<file path="src/rtl/pulse_stretch.sv">
// pulse_stretch: stretches one-cycle event pulses into tick-timed high windows separated by low gaps.
// Events arriving while a window runs are queued in a saturating pending counter.
module pulse_stretch #(
  parameter int HOLD_TICKS = 4,
  parameter int GAP_TICKS  = 2,
  parameter int PEND_W     = 4
) (
  input  logic              clk,
  input  logic              rst_n,
  input  logic              tick,
  input  logic              pulse_in,
  output logic              out,
  output logic              busy,
  output logic [PEND_W-1:0] pending,
  output logic              overflow
);
  localparam int MAXT = (HOLD_TICKS > GAP_TICKS) ? HOLD_TICKS : GAP_TICKS;
  localparam int CW   = $clog2(MAXT) + 1;
  typedef enum logic [1:0] {IDLE, HOLD, GAP} state_t;
  state_t            r_state, w_state_nx;
  logic [CW-1:0]     r_cnt, w_cnt_nx;
  logic [PEND_W-1:0] r_pend, w_pend_nx;
  logic              r_ovf, w_ovf_nx, r_out, r_busy;
  logic              w_consume, w_full, w_inc, w_dec;
  always_comb begin
    w_state_nx = r_state;
    w_cnt_nx   = r_cnt;
    w_consume  = 1'b0;
    case (r_state)
      IDLE: if (r_pend != '0 || pulse_in) begin
        w_state_nx = HOLD;
        w_cnt_nx   = '0;
        w_consume  = 1'b1;
      end
      HOLD: if (tick) begin
        w_state_nx = (r_cnt == CW'(HOLD_TICKS - 1)) ? GAP : HOLD;
        w_cnt_nx   = (r_cnt == CW'(HOLD_TICKS - 1)) ? '0 : r_cnt + 1'b1;
      end
      GAP: if (tick) begin
        w_state_nx = (r_cnt == CW'(GAP_TICKS - 1)) ? IDLE : GAP;
        w_cnt_nx   = (r_cnt == CW'(GAP_TICKS - 1)) ? '0 : r_cnt + 1'b1;
      end
      default: begin
        w_state_nx = IDLE;
        w_cnt_nx   = '0;
      end
    endcase
  end
  // an arriving pulse and a launch in the same cycle cancel out
  assign w_full    = &r_pend;
  assign w_inc     = pulse_in & ~w_consume;
  assign w_dec     = ~pulse_in & w_consume;
  assign w_pend_nx = w_inc ? (w_full ? r_pend : r_pend + 1'b1) : w_dec ? r_pend - 1'b1 : r_pend;
  assign w_ovf_nx  = r_ovf | (w_inc & w_full);
  always_ff @(posedge clk) begin
    if (!rst_n) begin
      r_state <= IDLE;
      r_cnt   <= '0;
      r_pend  <= '0;
      r_ovf   <= 1'b0;
      r_out   <= 1'b0;
      r_busy  <= 1'b0;
    end else begin
      r_state <= w_state_nx;
      r_cnt   <= w_cnt_nx;
      r_pend  <= w_pend_nx;
      r_ovf   <= w_ovf_nx;
      r_out   <= (w_state_nx == HOLD);
      r_busy  <= (w_state_nx != IDLE);
    end
  end
  assign out      = r_out;
  assign busy     = r_busy;
  assign pending  = r_pend;
  assign overflow = r_ovf;
endmodule

</file>
<file path="config.mk">
export PLATFORM = sky130hd
export DESIGN_NAME = pulse_stretch
export DESIGN_NICKNAME = d
export VERILOG_FILES = /design/src/rtl/pulse_stretch.sv
export SDC_FILE = /design/constraint.sdc
export NUM_CORES = 1
export LEC_CHECK = 0
export BUFFER_PORTS_ARGS = -buffer_cell sky130_fd_sc_hd__clkbuf_2
export CAP_MARGIN = 20
export CORE_MARGIN = 4
export CORE_UTILIZATION = 57
export CTS_BUF_LIST = sky130_fd_sc_hd__clkbuf_8
export DETAILED_ROUTE_END_ITERATION = 6
export PLACE_DENSITY_LB_ADDON = 0.05
export SKIP_LAST_GASP = 1
export SLEW_MARGIN = 15
export SYNTH_ARGS = -nofsm -noshare
export SYNTH_HDL_FRONTEND = slang
export SYNTH_SLANG_ARGS = --single-unit
</file>
<file path="constraint.sdc">
create_clock -name clk -period 2.2 [get_ports clk]
set_input_delay 0.44 -clock clk [delete_from_list [all_inputs] [get_ports clk]]
set_output_delay 0.44 -clock clk [all_outputs]
set_load 0.01 [all_outputs]
</file>
* Word level (Yosys, flattened, before mapping) *
Index checks and enable logic that the tools add are counted.

storage, ports and cells
  register bits = 12
  bits of input ports = 4
  output and inout port bits = 7
  word-level logic and storage cells = 49

cells by class
  add/sub/neg operators = 3
  eq/ne operators = 9
  multiplexer cells = 17
  bitwise logic cells = 6
  reductions and logical operators = 8

operator list
  cell                   number
  $mux W3                5
  $mux W4                3
  $mux W2                5
  $pmux W3 S3            1
  $ne A2 B2 Y1 const B   4
  $pmux W2 S3            1
  $add A4 B1 Y4 const B  1
  $eq A2 B1 Y1 const B   2
  $reduce_and A4 Y1      1
  $reduce_bool A2 Y1     2
  $reduce_bool A4 Y1     1
  $sub A4 B1 Y4 const B  1
  $add A3 B1 Y3 const B  1
  $and A1 B1 Y1          3
  $eq A3 B1 Y1 const B   1
  $eq A3 B2 Y1 const B   1
  $reduce_and A3 Y1      1
  $eq A2 B2 Y1 const B   1
  $logic_not A2 Y1       1
  $mux W1                2
  $not A1 Y1             2
  $reduce_and A2 Y1      1
  $logic_or A1 B1 Y1     1
  $or A1 B1 Y1           1

* Longest topological paths before layout *
Gate-level depths: netlist (run 1).

  depth in word-level cells = 8
  gate-level depth with buffers = 8
  gate-level depth less buffers = 8

* Worst setup path before layout (run 1) *
No wires, ideal clock.

  kind = register -> register
  start = register r_state[1]
  end = register r_pend[3], in the netlist pending[3]
  library setup time = 0.072 ns
  arrival = 1.790 ns
  required time = 2.128 ns
  setup slack = 0.338 ns
  stages on the path, launching flop included = 9
  path buffers = 0
  clock period less this slack = 1.862 ns
  cell sequence = dfxtp_1 -> inv_1 -> ha_1 -> nand2b_1 -> ha_1 -> a21oi_1 -> a211oi_1 -> a31oi_1 -> mux2i_1

on the way
  longest elaborated chain between the ends = 6
  elaborated cells on any way between the ends = 9
  those cells by class = eq/ne: 1; mux: 2; bitwise: 3; reduce/logical: 3

ends and longest elaborated chain
  what                                                                 RTL line  text
  start, declared                                                      20        state_t r_state, w_state_nx;
  start signal, assigned                                               64        r_state <= w_state_nx;
  $logic_not A2 Y1 (*)                                                 29        case (r_state)
  $mux W1 (*)                                                          29
  $not A1 Y1                                                           51        assign w_inc = pulse_in & ~w_consume;
  $and A1 B1 Y1                                                        51
  $ne A2 B2 Y1 (no line) / $reduce_bool A2 Y1 (equally long branches)  n/a
  $reduce_and A2 Y1 (no line)                                          n/a
  end signal, assigned                                                 66        r_pend <= w_pend_nx;
  end, declared                                                        22        logic [PEND_W-1:0] r_pend, w_pend_nx;

Mark *: on every way between the ends. The rest lies on a longest branch, timed or not.
A chain may end at the register's enable or synchronous reset.

* Final worst setup path (run 1) *
Same ends and word-level chain as after synthesis.

==> results.json, run 1 <==
{
  "synth_top_cell_area_share": 0.314,
  "clock_insertion_delay_worst_skew_ns": 0.24,
  "fin_worst_hold_slack_ns": 0.493,
  "area_delta_synth_final_pct": 13.7,
  "layout_min_cycle_time_ns": 2.04,
  "post-route-period-util": 0.926,
  "asyncSetResetFlopFracSynth": 0,
  "cts.repair_timing.setup_buffer_count": 0,
  "place.detailed.hpwl_mm": 1.10,
  "port_buffer_count": 10,
  "total_power_per_unit_cell_area_nw_per_um2": 1150,
  "rows": 12,
  "vias": 608,
  "critical_path_class": "flop to flop",
  "critical_path_peak_fanout": 5,
  "worst_case_clock_buffer_depth": 2,
  "cts_tree": "yes",
  "antenna_violating_nets_post_route": 0,
  "cts.sink_count": 12,
  "timing.critical_path.to_type": "flop",
  "drt-pass1-iter-count": 4,
  "design.portCount": 11,
  "fin_area_um2": 870,
  "yosysUniqueCellTypes": 31,
  "avgRoutedWirePerCell_um": 12.8,
  "ctsResizeCount": 0,
  "slew_viol_final": 0,
  "core_area_um2": 1190,
  "mean_cell_area_of_the_mapped_netlist_um2": 9.21,
  "power.ir.vdd_worst_uv": 783,
  "yosysTopAreaCell": "sky130_fd_sc_hd__dfxtp_1",
  "timing_worst_slew_pin_value_ns": 0.471,
  "post_synth_most_frequent_cells": "sky130_fd_sc_hd__dfxtp_1 (12), sky130_fd_sc_hd__ha_1 (10), sky130_fd_sc_hd__inv_1 (8)",
  "cp.buffers_inverters": 1,
  "timing.critical_path.from_type": "flop",
  "synth_cells": 83,
  "number_of_antenna_violations_at_the_first_check_in_global_routing": 0,
  "critPathRequiredTime_ns": 2.37,
  "mapped_nets": 98,
  "dp_slack_ns": 0.175,
  "viasPerCell": 5.58,
  "setup_viol_count_final": 0,
  "yosysMostFrequentCell": "sky130_fd_sc_hd__dfxtp_1",
  "outcome": "finished, final reports clean",
  "place_congestion": 0.767,
  "finish.net_count": 112,
  "cp_data_arrival_time_ns": 2.21,
  "count_of_flip_flops_with_a_built_in_enable_after_synthesis": 0,
  "track_usage": 0.167,
  "hold_viol_final": 0,
  "h-tree-depth": 1,
  "largest_net_degree_at_the_start_of_global_routing": 14,
  "cp_slowest_cell": "sky130_fd_sc_hd__dfxtp_1",
  "proportion_of_synthesized_chip_area_in_sequential_cells": 0.314,
  "skew_ns": 0.00368,
  "initialDrtViolationCount": 4,
  "critical-path-top-delay-family": "adder cells",
  "cts_inserted_buffers": 3,
  "path_common_cell": "sky130_fd_sc_hd__ha_1",
  "ys_ff_latch": 12,
  "floorplan.die.height_um": 44.6,
  "fmax_mhz": 491,
  "hold_buffers": 0,
  "die_x_um": 44.6,
  "drt_drc_violations_left": 0,
  "finalWorstSetupSlack_ns": 0.163,
  "die_area_um2": 1990,
  "clockRootBuffer": "sky130_fd_sc_hd__clkbuf_8",
  "max-cap-violations": 0,
  "post_route_cells_drive_above_1_share": 0.200,
  "critical_path.cell_chain": "inv_1, ha_1, nand2b_1, ha_1, a21oi_1, a211oi_1, a31oi_1, mux2i_1",
  "clock_transition_time_at_the_flip_flop_clock_pins_of_the_worst_setup_and_hold_paths_ns": 0.05,
  "yosys_warnings": 0,
  "total_leakage_power_nw": 0.388,
  "setup-tns-final_ns": 0,
  "critPathMaxStageDelay_ns": 0.39,
  "rsz0062_at_grt": "no",
  "synthFlopType": "sky130_fd_sc_hd__dfxtp_1",
  "synth_top_cells_by_area": "sky130_fd_sc_hd__dfxtp_1 (31%), sky130_fd_sc_hd__ha_1 (16%), sky130_fd_sc_hd__nand2b_1 (4.9%)",
  "layout.filler_cells": 95,
  "start_util": 0.645,
  "grt.overflow.total": 0,
  "first_global_vias": 568,
  "first_pass_grt_wire_length_mm": 2.37,
  "placed_area_um2": 828,
  "worstHoldPathType": "flop to flop",
  "synthesis.area_um2": 764,
  "antennaDiodeCount": 0,
  "timing.max_slew.rel_slack": 0.686,
  "finalWirelength_mm": 1.39
}
[state kept, by name, summed over array words and instances (netlist names)]
register / cells
pending: 4
r_cnt: 3
r_state: 2
busy: 1
out: 1
overflow: 1
[layout by cell type (no fill, tap or decap), types with 2 or more instances in the layout]
| cell | n |
|---|---|
| sky130_fd_sc_hd__clkbuf_8 | 3 |
| sky130_fd_sc_hd__mux2i_1 | 2 |
| sky130_fd_sc_hd__clkbuf_2 | 10 |
| sky130_fd_sc_hd__a31oi_1 | 2 |
| sky130_fd_sc_hd__nor2_1 | 2 |
| sky130_fd_sc_hd__o21ai_1 | 3 |
| sky130_fd_sc_hd__nand3_1 | 4 |
| sky130_fd_sc_hd__dfxtp_1 | 12 |
| sky130_fd_sc_hd__ha_1 | 10 |
| sky130_fd_sc_hd__nor2b_1 | 5 |
| sky130_fd_sc_hd__o21ba_2 | 2 |
| sky130_fd_sc_hd__inv_1 | 8 |
| sky130_fd_sc_hd__nand2b_1 | 6 |
| sky130_fd_sc_hd__nand2_1 | 6 |
| sky130_fd_sc_hd__o21ai_0 | 3 |
[metal layers]
layer / vias up / track usage / wire length (µm)
met3: 2 / 0.0935 / 83
met4: 0 / 0.0422 / 9
met1: 274 / 0.188 / 620
met2: 12 / 0.269 / 681
li1: 320 / - / -
met5: - / 0 / 0
[metrics by stage]
step,std cells,util,power [mW]
final,109,0.733,1.00
after global routing,109,0.733,1.10
after CTS,109,0.733,1.01
after detailed placement,106,0.698,0.812
after global placement,106,0.698,0.802
after floorplan,83,-,0.690
[final timing paths]
check | startpoint | slack [ns] | end | cells after the start
setup / recovery | r_state[1] | 0.16 | pending[3] | 8
hold / removal | overflow | 0.49 | overflow | 2
setup reg to reg | r_state[1] | 0.16 | pending[3] | 8
hold reg to reg | overflow | 0.49 | overflow | 2
[cell families after synthesis]
family                   after synthesis  synth area share
XOR/XNOR                               2            0.0229
AND/OR/NAND/NOR                       28             0.210
buffers and inverters                  9            0.0442
flip-flops                            12             0.314
multiplexers                           2            0.0262
adder cells (fa/ha/maj)               11             0.190
AO/OA/AOI/OAI                         19             0.193
[final cells by class]
class	instances	area (µm²)	share of cell area
timing repair buffer	10	50.0	0.0576
inverter	8	30.0	0.0345
tap	14	17.5	0.0201
multi-input combinational	62	490	0.564
clock buffer	3	41.3	0.0475
sequential	12	240	0.276
[worst register-to-register path: stages (launching register included)]
cell and delay, ns:
sky130_fd_sc_hd__dfxtp_1 0.39, sky130_fd_sc_hd__inv_1 0.08, sky130_fd_sc_hd__ha_1 0.23, sky130_fd_sc_hd__nand2b_1 0.24, sky130_fd_sc_hd__ha_1 0.36, sky130_fd_sc_hd__a21oi_1 0.20
sky130_fd_sc_hd__a211oi_1 0.09, sky130_fd_sc_hd__a31oi_1 0.18, sky130_fd_sc_hd__mux2i_1 0.19
[power by group]
group,switching (mW),total [mW],internal [mW]
logic,0.236,0.462,0.226
registers,0.0738,0.348,0.274
clock network,0.0717,0.192,0.120
(Power assumes the default switching activity.)
==> run 2: changes to the inputs <==
==> constraint.sdc (replaced) <==
create_clock -name clk -period 2.15 [get_ports clk]
set_input_delay 0.43 -clock clk [delete_from_list [all_inputs] [get_ports clk]]
set_output_delay 0.43 -clock clk [all_outputs]
set_load 0.01 [all_outputs]
==> run 2 against run 1 <==
First-iteration DRC count rose by 130%; total power rose by 2.8%; routed wire length up 1.4%; clock power up 4%; global-route usage stayed put; non-clock buffer count is the same; final cell count is the same; sequential power up 2%; critical endpoint unchanged.
==> results.json, run 2 (synthesized netlist as in run 1, its figures left out) <==
{
  "outcome": "finished, final reports clean",
  "setup_viol_count_final": 0,
  "first_pass_grt_wire_length_mm": 2.37,
  "fin_worst_hold_slack_ns": 0.488,
  "hold_buffers": 0,
  "totalPowerFinal_mw": 1.03,
  "first_global_vias": 568,
  "start_util": 0.645,
  "layout.filler_cells": 96,
  "seq_area_um2": 240,
  "dp_slack_ns": 0.125,
  "timing_worst_slew_pin_value_ns": 0.467,
  "finish.net_count": 112,
  "timing.critical_path.from_type": "flop",
  "max-cap-violations": 0,
  "worstHoldPathType": "primary input to flop",
  "fmax_mhz": 497,
  "rows": 12,
  "critical_path_class": "flop to flop",
  "vias": 621,
  "grt_util_met2": 0.269,
  "place_congestion": 0.767,
  "area_delta_synth_final_pct": 14.1,
  "skew_ns": 0.00628,
  "layout_min_cycle_time_ns": 2.01,
  "critPathRequiredTime_ns": 2.32,
  "initialDrtViolationCount": 9,
  "power.ir.vdd_worst_uv": 799,
  "multiInputGateArea_um2": 493,
  "viasPerCell": 5.70,
  "cts_tree": "yes",
  "utilization": 0.735,
  "post-route-period-util": 0.936,
  "worst_case_clock_buffer_depth": 2,
  "clock_transition_time_at_the_flip_flop_clock_pins_of_the_worst_setup_and_hold_paths_ns": 0.05,
  "fin_area_um2": 872,
  "setup-tns-final_ns": 0,
  "global_routing_usage_on_met3": 0.0935,
  "cts.sink_count": 12,
  "drt_drc_violations_left": 0,
  "grt.overflow.total": 0,
  "antenna_violating_nets_post_route": 0,
  "finalWirelength_mm": 1.41,
  "avgRoutedWirePerCell_um": 13.0,
  "cts_inserted_buffers": 3,
  "hold_depth": 3,
  "die_x_um": 44.6,
  "floorplan.die.height_um": 44.6,
  "h-tree-depth": 1,
  "cp_data_arrival_time_ns": 2.19,
  "slew_viol_final": 0,
  "groute.layer.met1.usage": 0.188,
  "design.portCount": 11,
  "finalNonFillerCells": 109,
  "hold_viol_final": 0,
  "worst-r2r-setup-slack_ns": 0.14,
  "clockRootBuffer": "sky130_fd_sc_hd__clkbuf_8",
  "largest_net_degree_at_the_start_of_global_routing": 14,
  "track_usage": 0.167,
  "largest_reg_flops": 4,
  "dpl.cell_count": 106,
  "core_area_um2": 1190,
  "port_buffer_count": 10,
  "placed_area_um2": 828,
  "antennaDiodeCount": 0,
  "place.detailed.hpwl_mm": 1.10,
  "drt-pass1-iter-count": 4,
  "cts.repair_timing.setup_buffer_count": 0,
  "grt-busiest-layer": "met2",
  "critical_path_peak_fanout": 5,
  "total_power_per_unit_cell_area_nw_per_um2": 1180,
  "finalWorstSetupSlack_ns": 0.137,
  "post_route_cells_drive_above_1_share": 0.211,
  "total_leakage_power_nw": 0.388,
  "ctsResizeCount": 0,
  "timing.critical_path.to_type": "flop",
  "ff2ff_path_depth": 8,
  "final_common_cell": "sky130_fd_sc_hd__dfxtp_1",
  "die_area_um2": 1990,
  "rsz0062_at_grt": "no",
  "timing.max_slew.rel_slack": 0.689,
  "number_of_antenna_violations_at_the_first_check_in_global_routing": 0,
  "clock_insertion_delay_worst_skew_ns": 0.24,
  "most-common-layout-cells": "sky130_fd_sc_hd__dfxtp_1 (12), sky130_fd_sc_hd__ha_1 (10), sky130_fd_sc_hd__clkbuf_2 (10)"
}
run 2: power by group:
| group | total (mW) | internal (mW) | leakage, nW | switching [mW] |
|---|---|---|---|---|
| Combinational | 0.475 | 0.233 | 0.268 | 0.243 |
| Clock | 0.199 | 0.123 | 0.0216 | 0.0758 |
| Sequential | 0.356 | 0.280 | 0.0985 | 0.0753 |
run 2: area by class of cell:
| type | instances | share of cell area |
|---|---|---|
| clock buffers | 3 | 0.0473 |
| inverters | 8 | 0.0344 |
| multi-input cells | 62 | 0.565 |
| flip-flops and latches | 12 | 0.275 |
| well taps | 14 | 0.0201 |
| repair buffers | 10 | 0.0574 |
run 2: critical path, stage by stage, from the launching register on:
cell and delay (ns):
sky130_fd_sc_hd__dfxtp_1 0.39, sky130_fd_sc_hd__inv_1 0.08, sky130_fd_sc_hd__ha_1 0.23, sky130_fd_sc_hd__nand2b_2 0.24, sky130_fd_sc_hd__ha_1 0.34, sky130_fd_sc_hd__a21oi_1 0.21, sky130_fd_sc_hd__a211oi_1 0.10, sky130_fd_sc_hd__a31oi_1 0.18
sky130_fd_sc_hd__mux2i_1 0.19
run 2: per-layer routing:
layer / up-vias / wire, µm
met5: - / 0
met1: 284 / 632
li1: 321 / -
met2: 14 / 686
met4: 0 / 9
met3: 2 / 84
run 2: path summary, 6_finish.rpt:
kind                 to  startpoint
max          pending[3]  r_state[1]
min          r_state[1]        tick
max reg2reg  pending[3]  r_state[1]
min reg2reg    overflow    overflow
==> run 3: changes to the inputs <==
--- a/config.mk
+++ b/config.mk
@@ -8,7 +8,7 @@
 export BUFFER_PORTS_ARGS = -buffer_cell sky130_fd_sc_hd__clkbuf_2
 export CAP_MARGIN = 20
 export CORE_MARGIN = 4
-export CORE_UTILIZATION = 57
+export CORE_UTILIZATION = 55
 export CTS_BUF_LIST = sky130_fd_sc_hd__clkbuf_8
 export DETAILED_ROUTE_END_ITERATION = 6
 export PLACE_DENSITY_LB_ADDON = 0.05
==> constraint.sdc (replaced) <==
create_clock -name clk -period 2.15 [get_ports clk]
set_input_delay 0.5375 -clock clk [delete_from_list [all_inputs] [get_ports clk]]
set_output_delay 0.5375 -clock clk [all_outputs]
set_load 0.01 [all_outputs]
==> run 3 against run 2 <==
Final area rose by 0.57%; via count down 0.97%; count of clock-buffer cells in the layout unchanged; first-iteration DRC count rose by 89%; fmax about the same; sequential share of layout area down 0.16 points; final cell count is 0.92% higher; routed wire length is 2.8% lower; setup slack got worse by 0.00082 ns; utilization is 6.1 points lower; global-route usage decreased by 0.92 points; critical path type unchanged; critical endpoint unchanged; largest cell class unchanged.
==> results.json, run 3 (synthesized netlist as in run 1, its figures left out) <==
{
  "slew_viol_final": 0,
  "antenna_violating_nets_post_route": 0,
  "grt.overflow.total": 0,
  "drt-pass1-iter-count": 4,
  "rows": 13,
  "critPathLaunch": "r_state[1]",
  "critPathMaxStageDelay_ns": 0.39,
  "critical_path.cell_chain": "inv_1, ha_1, nand2b_2, ha_1, a21oi_2, a211oi_1, a31oi_1, mux2i_1",
  "place.detailed.hpwl_mm": 1.04,
  "cts_tree": "yes",
  "most-common-layout-cells": "sky130_fd_sc_hd__dfxtp_1 (12), sky130_fd_sc_hd__ha_1 (10), sky130_fd_sc_hd__clkbuf_2 (10)",
  "cts_inserted_buffers": 3,
  "power.ir.vdd_worst_uv": 430,
  "clock_transition_time_at_the_flip_flop_clock_pins_of_the_worst_setup_and_hold_paths_ns": 0.05,
  "placed_area_um2": 830,
  "number_of_antenna_violations_at_the_first_check_in_global_routing": 0,
  "timing.max_slew.rel_slack": 0.733,
  "setup_viol_count_final": 0,
  "ff2ff_path_depth": 8,
  "hold-path-endpoint": "overflow",
  "hold_path_startpoint": "overflow",
  "skew_ns": 0.00110,
  "cts.repair_timing.setup_buffer_count": 0,
  "die_x_um": 45.3,
  "antennaDiodeCount": 0,
  "port_buffer_count": 10,
  "worstHoldPathType": "flop to flop",
  "vias": 615,
  "hold_viol_final": 0,
  "timing.critical_path.to_type": "flop",
  "final_common_cell": "sky130_fd_sc_hd__dfxtp_1",
  "rr_endpoint": "pending[3]",
  "initialDrtViolationCount": 17,
  "critPathRequiredTime_ns": 2.32,
  "hold_buffers": 0,
  "largest_reg_flops": 4,
  "clockRootBuffer": "sky130_fd_sc_hd__clkbuf_8",
  "rsz0062_at_grt": "no",
  "cp_data_arrival_time_ns": 2.18,
  "timing_worst_slew_pin_value_ns": 0.397,
  "finish.net_count": 112,
  "drt_drc_violations_left": 0,
  "totalPowerFinal_mw": 1.04,
  "design.portCount": 11,
  "outcome": "finished, final reports clean",
  "max-cap-violations": 0,
  "total_power_per_unit_cell_area_nw_per_um2": 1180,
  "track_usage": 0.157,
  "viasPerCell": 5.59,
  "floorplan.die.height_um": 45.3,
  "first_pass_grt_wire_length_mm": 2.30,
  "finalWirelength_mm": 1.37,
  "post-route-period-util": 0.937,
  "largest_net_degree_at_the_start_of_global_routing": 14,
  "die_area_um2": 2050,
  "worst_case_clock_buffer_depth": 2,
  "clock_insertion_delay_worst_skew_ns": 0.24,
  "layout_min_cycle_time_ns": 2.01,
  "worst-r2r-setup-slack_ns": 0.14,
  "critical_path_class": "flop to flop",
  "fmax_mhz": 497,
  "critical_path_peak_fanout": 5,
  "area_delta_synth_final_pct": 14.7,
  "fin_worst_hold_slack_ns": 0.492,
  "post_route_cells_drive_above_1_share": 0.221,
  "start_util": 0.587,
  "worst_r2r_startpoint": "r_state[1]",
  "total_leakage_power_nw": 0.389,
  "hold_depth": 2,
  "core_area_um2": 1300,
  "cts.sink_count": 12,
  "place_congestion": 0.813,
  "timing.critical_path.from_type": "flop",
  "first_global_vias": 567,
  "setup-tns-final_ns": 0,
  "avgRoutedWirePerCell_um": 12.5,
  "cp_slowest_cell": "sky130_fd_sc_hd__dfxtp_1",
  "path_common_cell": "sky130_fd_sc_hd__ha_1",
  "fin_area_um2": 877,
  "h-tree-depth": 1
}
-- run 3: area by class of cell --
type | count | area (µm²)
flip-flops and latches | 12 | 240
clock buffers | 3 | 41.3
well taps | 15 | 18.8
multi-input cells | 62 | 497
repair buffers | 10 | 50.0
fillers | 128 | 424
inverters | 8 | 30.0
-- run 3: how the worst max path moves through the flow --
stage | depth (start not counted) | slack [ns] | endpoint
floorplan | 8 | 0.29 | pending[3]
global placement | 8 | 0.19 | pending[3]
detailed placement | 8 | 0.08 | pending[3]
CTS | 8 | 0.07 | pending[3]
global route | 8 | 0.009 | pending[3]
finish | 8 | 0.14 | pending[3]
-- run 3: where the power goes --
part	internal, mW	switching (mW)
clock network	0.123	0.0755
logic	0.236	0.247
registers	0.280	0.0755
-- run 3: timing repair --
item,in CTS,in global routing
hold endpoints to repair,0,0
gates resized for setup,0,2
setup endpoints to repair,0,1
-- run 3: routing by layer --
metal	GRT usage	up-vias	wire length, µm
met5	0	-	0
met1	0.186	283	635
li1	-	315	-
met4	0.105	0	51
met3	0.0359	6	56
met2	0.251	11	630
-- run 3: metrics by stage --
stage / util / worst slack, ns / instances
2_1_floorplan: - / 0.288 / 83
3_3_place_gp: 0.638 / 0.193 / 107
3_5_place_dp: 0.638 / 0.0824 / 107
4_1_cts: 0.669 / 0.0653 / 110
5_1_grt: 0.674 / 0.00888 / 110
6_report: 0.674 / 0.137 / 110
-- run 3: critical path, delay by kind of cell, from the launching register on --
| kind | cells | cell delay [ns] |
|---|---|---|
| buffers and inverters | 1 | 0.09 |
| muxes | 1 | 0.19 |
| and+or+nand+nor | 1 | 0.24 |
| adders and majority gates | 2 | 0.58 |
| AOI/OAI and AO/OA | 3 | 0.45 |
| DFF | 1 | 0.39 |
